==> config.mk <==
export PLATFORM = sky130hd
export DESIGN_NAME = jmb_kxk_box_filter_flat
export DESIGN_NICKNAME = d
export VERILOG_FILES = /design/src/rtl/jmb_kxk_box_filter_if.sv /design/src/rtl/jmb_kxk_box_filter.sv /design/src/flat_wrapper.sv
export SDC_FILE = /design/constraint.sdc
export NUM_CORES = 2
export LEC_CHECK = 0
export BUFFER_PORTS_ARGS = -buffer_cell sky130_fd_sc_hd__buf_4
export CAP_MARGIN = 20
export CORE_ASPECT_RATIO = 0.8
export CORE_MARGIN = 2
export CORE_UTILIZATION = 58
export CTS_CLUSTER_DIAMETER = 100
export CTS_CLUSTER_SIZE = 10
export DETAILED_ROUTE_END_ITERATION = 12
export GPL_ROUTABILITY_DRIVEN = 0
export PLACE_DENSITY = 0.77
export SLEW_MARGIN = 5
export SYNTH_ARGS = -nofsm -noshare
export SYNTH_HDL_FRONTEND = slang
export SYNTH_SLANG_ARGS = --single-unit
==> constraint.sdc <==
create_clock -name clock -period 8.9 [get_ports clock]
set_input_delay 0.89 -clock clock [delete_from_list [all_inputs] [get_ports clock]]
set_output_delay 0.89 -clock clock [all_outputs]
set_load 0.03 [all_outputs]
==> src/rtl/jmb_kxk_box_filter_if.sv <==
`default_nettype none
// ============================================================================
//  Module      : jmb_kxk_box_filter_if
//  Description : Pixel-stream handshake bundle for the KxK box filter.
//                Upstream side: valid_in/ready_out/data_in/sof_in.
//                Downstream side: valid_out/ready_in/data_out/sof_out/eol_out.
//  Revision    : 1.0 - initial release
// ============================================================================
interface jmb_kxk_box_filter_if #(
  parameter int DATA_W = 8
);
  logic              valid_in;
  logic              ready_out;
  logic [DATA_W-1:0] data_in;
  logic              sof_in;
  logic              valid_out;
  logic              ready_in;
  logic [DATA_W-1:0] data_out;
  logic              sof_out;
  logic              eol_out;

  // Filter side of the bundle.
  modport slave (
    input  valid_in, data_in, sof_in, ready_in,
    output ready_out, valid_out, data_out, sof_out, eol_out
  );

  // Environment side: pixel source plus downstream sink.
  modport master (
    output valid_in, data_in, sof_in, ready_in,
    input  ready_out, valid_out, data_out, sof_out, eol_out
  );
endinterface
`default_nettype wire

==> src/rtl/jmb_kxk_box_filter.sv <==
`default_nettype none
// ============================================================================
//  Module      : jmb_kxk_box_filter
//  Description : Streaming KxK box sum over a raster pixel stream. K-1 line
//                buffers feed a KxK window; the window sum is right-shifted,
//                saturated to the pixel width and presented through a single
//                valid/ready output register (1-cycle latency).
//  Revision    : 1.0 - initial release
// ============================================================================
module jmb_kxk_box_filter #(
  parameter int DATA_W = 8,
  parameter int LINE_W = 10,
  parameter int K      = 9,
  parameter int SHIFT  = 6
) (
  input wire                   clock,
  input wire                   reset_n,
  jmb_kxk_box_filter_if.slave  bus
);

  localparam int COL_W = $clog2(LINE_W);
  localparam int ROW_W = $clog2(K);
  localparam int SUM_W = DATA_W + $clog2(K * K);

  localparam logic [COL_W-1:0] C_COL_LAST  = COL_W'(LINE_W - 1);
  localparam logic [COL_W-1:0] C_COL_FIRST = COL_W'(K - 1);
  localparam logic [ROW_W-1:0] C_ROW_LAST  = ROW_W'(K - 1);
  localparam logic [SUM_W-1:0] C_PIX_MAX   = {{(SUM_W-DATA_W){1'b0}}, {DATA_W{1'b1}}};

  // Position counters and framing state
  logic [COL_W-1:0]  col_q, col_d;
  logic [ROW_W-1:0]  row_q, row_d;
  logic              pend_sof_q, pend_sof_d;

  // Window: win_q[r][0] is the newest column, win_q[r][K-1] the oldest.
  // Row r = 0 is the current line, r = K-1 the line K-1 lines above.
  logic [DATA_W-1:0] win_q [K][K];
  logic [DATA_W-1:0] win_d [K][K];

  // Line buffers: lb_q[i][c] holds the pixel seen i+1 lines ago at column c.
  logic [DATA_W-1:0] lb_q [K-1][LINE_W];
  logic [DATA_W-1:0] lb_d [K-1][LINE_W];

  // Output register
  logic              valid_q, valid_d;
  logic [DATA_W-1:0] data_q, data_d;
  logic              sof_q, sof_d;
  logic              eol_q, eol_d;

  // Combinational helpers
  logic              can_accept;
  logic              acc;
  logic              emit;
  logic [COL_W-1:0]  col_eff;
  logic [ROW_W-1:0]  row_eff;
  logic              win_valid;
  logic [DATA_W-1:0] col_vec [K];
  logic [SUM_W-1:0]  sum;
  logic [SUM_W-1:0]  res;
  logic [DATA_W-1:0] pix;

  // Handshake, sof-adjusted position and the incoming column vector
  always_comb begin
    can_accept = reset_n & (~valid_q | bus.ready_in);
    acc        = bus.valid_in & can_accept;
    emit       = valid_q & bus.ready_in;
    col_eff    = bus.sof_in ? '0 : col_q;
    row_eff    = bus.sof_in ? '0 : row_q;
    win_valid  = (row_eff == C_ROW_LAST) && (col_eff >= C_COL_FIRST);
    col_vec[0] = bus.data_in;
    for (int i = 1; i < K; i++) begin
      col_vec[i] = lb_q[i-1][col_eff];
    end
  end

  // Window sum including the column arriving this cycle, then shift and clamp
  always_comb begin
    sum = '0;
    for (int r = 0; r < K; r++) begin
      sum = sum + SUM_W'(col_vec[r]);
      for (int j = 0; j < K - 1; j++) begin
        sum = sum + SUM_W'(win_q[r][j]);
      end
    end
    res = sum >> SHIFT;
    pix = (res > C_PIX_MAX) ? {DATA_W{1'b1}} : res[DATA_W-1:0];
  end

  // Counters, framing flag, window and line-buffer advance on accept
  always_comb begin
    col_d      = col_q;
    row_d      = row_q;
    pend_sof_d = pend_sof_q;
    win_d      = win_q;
    lb_d       = lb_q;
    if (acc) begin
      if (col_eff == C_COL_LAST) begin
        col_d = '0;
        row_d = (row_eff == C_ROW_LAST) ? row_eff : row_eff + 1'b1;
      end else begin
        col_d = col_eff + 1'b1;
        row_d = row_eff;
      end
      // sof pixel sits on row 0, so it can never be window-valid itself
      if (bus.sof_in) begin
        pend_sof_d = 1'b1;
      end else if (win_valid) begin
        pend_sof_d = 1'b0;
      end
      for (int r = 0; r < K; r++) begin
        for (int j = K - 1; j > 0; j--) begin
          win_d[r][j] = win_q[r][j-1];
        end
        win_d[r][0] = col_vec[r];
      end
      lb_d[0][col_eff] = bus.data_in;
      for (int i = 1; i < K - 1; i++) begin
        lb_d[i][col_eff] = lb_q[i-1][col_eff];
      end
    end
  end

  // Output register: load on window-valid accept, otherwise drain on emit
  always_comb begin
    valid_d = valid_q;
    data_d  = data_q;
    sof_d   = sof_q;
    eol_d   = eol_q;
    if (acc && win_valid) begin
      valid_d = 1'b1;
      data_d  = pix;
      sof_d   = pend_sof_q;
      eol_d   = (col_eff == C_COL_LAST);
    end else if (emit) begin
      valid_d = 1'b0;
    end
  end

  // State registers with asynchronous reset
  always_ff @(posedge clock or negedge reset_n) begin
    if (!reset_n) begin
      col_q      <= '0;
      row_q      <= '0;
      pend_sof_q <= 1'b0;
      valid_q    <= 1'b0;
      data_q     <= '0;
      sof_q      <= 1'b0;
      eol_q      <= 1'b0;
      for (int r = 0; r < K; r++) begin
        for (int j = 0; j < K; j++) begin
          win_q[r][j] <= '0;
        end
      end
    end else begin
      col_q      <= col_d;
      row_q      <= row_d;
      pend_sof_q <= pend_sof_d;
      valid_q    <= valid_d;
      data_q     <= data_d;
      sof_q      <= sof_d;
      eol_q      <= eol_d;
      win_q      <= win_d;
    end
  end

  // Line-buffer storage; contents are qualified by the row counter, no reset
  always_ff @(posedge clock) begin
    lb_q <= lb_d;
  end

  assign bus.ready_out = can_accept;
  assign bus.valid_out = valid_q;
  assign bus.data_out  = data_q;
  assign bus.sof_out   = sof_q;
  assign bus.eol_out   = eol_q;

endmodule
`default_nettype wire

==> src/flat_wrapper.sv <==
// flat-port wrapper written by rule: the top's interface ports become plain ports
module jmb_kxk_box_filter_flat 
#(
  parameter int DATA_W = 8,
  parameter int LINE_W = 10,
  parameter int K      = 9,
  parameter int SHIFT  = 6
)
  (clock, reset_n, bus_valid_in, bus_data_in, bus_sof_in, bus_ready_in, bus_ready_out, bus_valid_out, bus_data_out, bus_sof_out, bus_eol_out);
  jmb_kxk_box_filter_if #(.DATA_W(DATA_W)) bus_i ();
  input wire clock;
  input wire reset_n;
  input wire logic [$bits(bus_i.valid_in)-1:0] bus_valid_in;
  input wire logic [$bits(bus_i.data_in)-1:0] bus_data_in;
  input wire logic [$bits(bus_i.sof_in)-1:0] bus_sof_in;
  input wire logic [$bits(bus_i.ready_in)-1:0] bus_ready_in;
  output wire logic [$bits(bus_i.ready_out)-1:0] bus_ready_out;
  output wire logic [$bits(bus_i.valid_out)-1:0] bus_valid_out;
  output wire logic [$bits(bus_i.data_out)-1:0] bus_data_out;
  output wire logic [$bits(bus_i.sof_out)-1:0] bus_sof_out;
  output wire logic [$bits(bus_i.eol_out)-1:0] bus_eol_out;
  assign bus_i.valid_in = bus_valid_in;
  assign bus_i.data_in = bus_data_in;
  assign bus_i.sof_in = bus_sof_in;
  assign bus_i.ready_in = bus_ready_in;
  assign bus_ready_out = bus_i.ready_out;
  assign bus_valid_out = bus_i.valid_out;
  assign bus_data_out = bus_i.data_out;
  assign bus_sof_out = bus_i.sof_out;
  assign bus_eol_out = bus_i.eol_out;
  jmb_kxk_box_filter #(.DATA_W(DATA_W), .LINE_W(LINE_W), .K(K), .SHIFT(SHIFT)) u_core (.clock(clock), .reset_n(reset_n), .bus(bus_i));
endmodule
==> summary.txt <==
Die
  • Starting Density: 0.582
  • Die Ht: 299 um
  • Cell row count: 108
  • I/O pin cnt: 25
  • Core Area: roughly 110000 um^2
  • Die area: 111000 um^2
  • Die width: 372 um

Synthesis
  • Count leader, synth: nand2_1
  • Synth Area in XOR/XNOR: 0.00167
  • Synth Area in Simple Gates: 0.0780
  • Syn Area/Cell: between 10 and 15 um^2
  • Yosys warns: 0
  • Share of the synthesized area in the top cell type: 0.306
  • Asr flop ratio synth: 0.482
  • Multiplexer area fraction after synthesis: 0.0319
  • Main combinational cell family by area after synthesis: adder cells
  • Syn Nets: 5806
  • Yosys reg bits: 1236
  • Post-synthesis adder-cell area fraction: 0.213
  • Synth Cell Area: around 63000 um^2
  • Post-synth EDFFs: 640
  • Top cells by count, synth: nand2_1 (1081), inv_1 (797), edfxtp_1 (640)
  • Netlist cell types: 67
  • Synth top area cells: edfxtp_1 (31%), dfrtp_1 (24%), fa_1 (20%), nand2_1 (6.5%), inv_1 (4.8%)
  • Compound-Gate Fraction of Synth Area: 0.0690
  • Seq/Total Area, Yosys: 0.543
  • Gate Count Post-Synth: 5094
  • Leading area contributor after synthesis: edfxtp_1
  • Post-synth top flop: edfxtp_1

Timing
  • Period minus WS final: between 8000 and 9000 ps
  • Achievable clock frequency: roughly 110 MHz
  • Least-Margin Pin Slew: ~1200 ps
  • Post-Route Skew: between 30 and 40 ps
  • Slew Viols, Final: 0
  • Share of the clock period used by the worst path: 0.991
  • Endpoints failing setup: 0
  • Final Hold Fails: 0
  • Worst setup margin: around 80 ps
  • Setup TNS: 0 ps
  • Slew headroom: 0.218

Critical path
  • R2R Path Start: u_core.col_q[1]
  • Crit. Startpoint: u_core.col_q[1]
  • Worst setup SP type: register
  • Crit end category: register
  • Worst Path Max Fanout: 18
  • Critical path required time: approximately 9600 ps
  • Setup CP Type: register to register
  • WP data arrival: 9470 ps

Global routing
  • Total global-route track usage: 0.279
  • Largest net degree at the start of global routing: 250
  • Initial antenna violation count: 1
  • Met3 Usage GRT: 0.0602
  • Grt peak-use layer: met2
  • Vias in the first global route: 40380
  • Routing usage on met1: 0.402
  • GR Util met2: 0.423
  • Global-route wire length before repair: 234000 um
  • Total grt overflow: 0

Placement
  • DP Worst Slack: -155 ps
  • Dpl hpwl: 99600 um
  • DP Area: roughly 66000 um^2
  • Port Buffers: 24
  • Dpl cells: 6492

Layout
  • Finished Cell Area: 70000 um^2
  • Area Overhead vs Synth: 11.2%
  • Fill cells: 7410
  • Non-Filler Instances: 6716
  • Share of cells above drive strength 1: 0.0974
  • Final net count: 5939

Clocking
  • Clock transition at path regs: 60 ps
  • Cts bufs inserted: between 100 and 150
  • Root Buffer: clkbuf_16
  • CTS tree: yes
  • Clk Latency, worst-skew pair: 770 ps
  • Clk sink count: 1236
  • Hold buffers post-CTS: 0
  • H-tree depth: 4
  • Longest Clk Path Bufs: 3

Route
  • DRT Pass-1 Iters: 8
  • Residual DRC: 0
  • Iter 0 DRT Violations: 4054
  • WL/cell: ~22 um
  • Via count: 38399
  • Antenna-violating nets left: 0
  • Final wirelength: 148000 um
  • Number of vias per cell: 5.72

Min path
  • Hold WC Path Type: primary input to async pin

Run
  • Max Cap Violations: 0

Run status
  • Status: completed
==> final cells by class <==
cell class,count,area (um^2),share of cell area
clock buffer,187,3740,0.0535
multi-input combinational,2826,24900,0.356
antenna,1,2.50,0.0000358
clock inverter,14,289,0.00413
sequential,1236,34100,0.488
inverter,799,3010,0.0430
tap,1430,1790,0.0256
timing repair buffer,223,2080,0.0298
==> routing by layer <==
layer  routed length, um  vias up  share of wire
met2               69300     1791           0.47
met4                5790        2          0.039
met5                  13        -       0.000088
li1                    -    16795              -
met3               13400      303          0.090
met1               60000    19508           0.40
==> worst paths after layout <==
kind | end | slack (ps) | depth (start not counted)
hold / removal | u_core.win_q[568] | 80 | 1
max in group asynchronous | u_core.win_q[350] | 5900 | 4
setup / recovery | u_core.bus.data_out[4] | 80 | 27
min in group clock | u_core.lb_q[618] | 410 | 1
setup reg to reg | u_core.bus.data_out[4] | 80 | 27
hold reg to reg | u_core.win_q[253] | 470 | 2
==> worst max-delay path, cell delays in order (launching register included) <==
cell and delay, ps:
dfrtp_4 570, buf_6 190, or2_1 360, or2_1 350, buf_12 200, o221ai_1 370
fa_1 290, inv_1 80, fa_1 610, inv_1 80, fa_2 550, fa_1 450
fa_1 540, fa_1 430, fa_1 500, inv_1 50, fa_1 490, fa_1 430
fa_1 490, inv_1 50, ha_1 300, a21oi_1 190, o21ai_2 110, buf_4 190
a211oi_1 230, a211o_1 190, nand2_1 150, o22a_1 220
==> sequential cells by signal (all words and copies together), names as in the netlist <==
register / flops
u_core.bus.eol_out: 1
u_core.row_q: 4
u_core.bus.valid_out: 1
u_core.lb_q: 640
u_core.pend_sof_q: 1
u_core.bus.sof_out: 1
u_core.col_q: 4
u_core.bus.data_out: 8
u_core.win_q: 576
==> through the flow <==
stage | util | hold slack, ps
floorplan | - | 450
global placement | 0.607 | 455
detailed placement | 0.607 | 464
CTS | 0.645 | 62.1
global route | 0.648 | 95.3
finish | 0.648 | 83.8
==> cells in the final DEF, fill, tap and decap left out, types with 10 or more instances in the layout <==
master / count
nand2_1: 1080
inv_1: 797
edfxtp_1: 640
fa_1: 615
dfrtp_1: 593
o21ai_0: 323
buf_4: 190
clkbuf_16: 144
a21oi_1: 90
mux2_2: 89
mux2i_1: 89
ha_1: 83
a22oi_1: 76
o221ai_1: 59
nor2_1: 48
a221oi_1: 45
clkbuf_1: 44
nor3_1: 41
buf_12: 24
o311a_1: 13
o22ai_1: 11
nor3b_1: 10
==> timing repair <==
action,CTS,global route
setup endpoints to repair,1,8
hold endpoints to repair,0,0
pin swaps,1,5
resized for setup,0,32
buffers inserted,3,15
cloned,0,3
==> kinds of logic after synthesis <==
group,after synthesis
fa+ha+maj,699
buf+inv,1034
flops,1236
xor+xnor,12
mux,183
compound gates,694
simple gates,1236
Power is left out: the tool's default activity adds up to more than one toggle a clock period on the data nets, which glitch-free logic cannot reach.
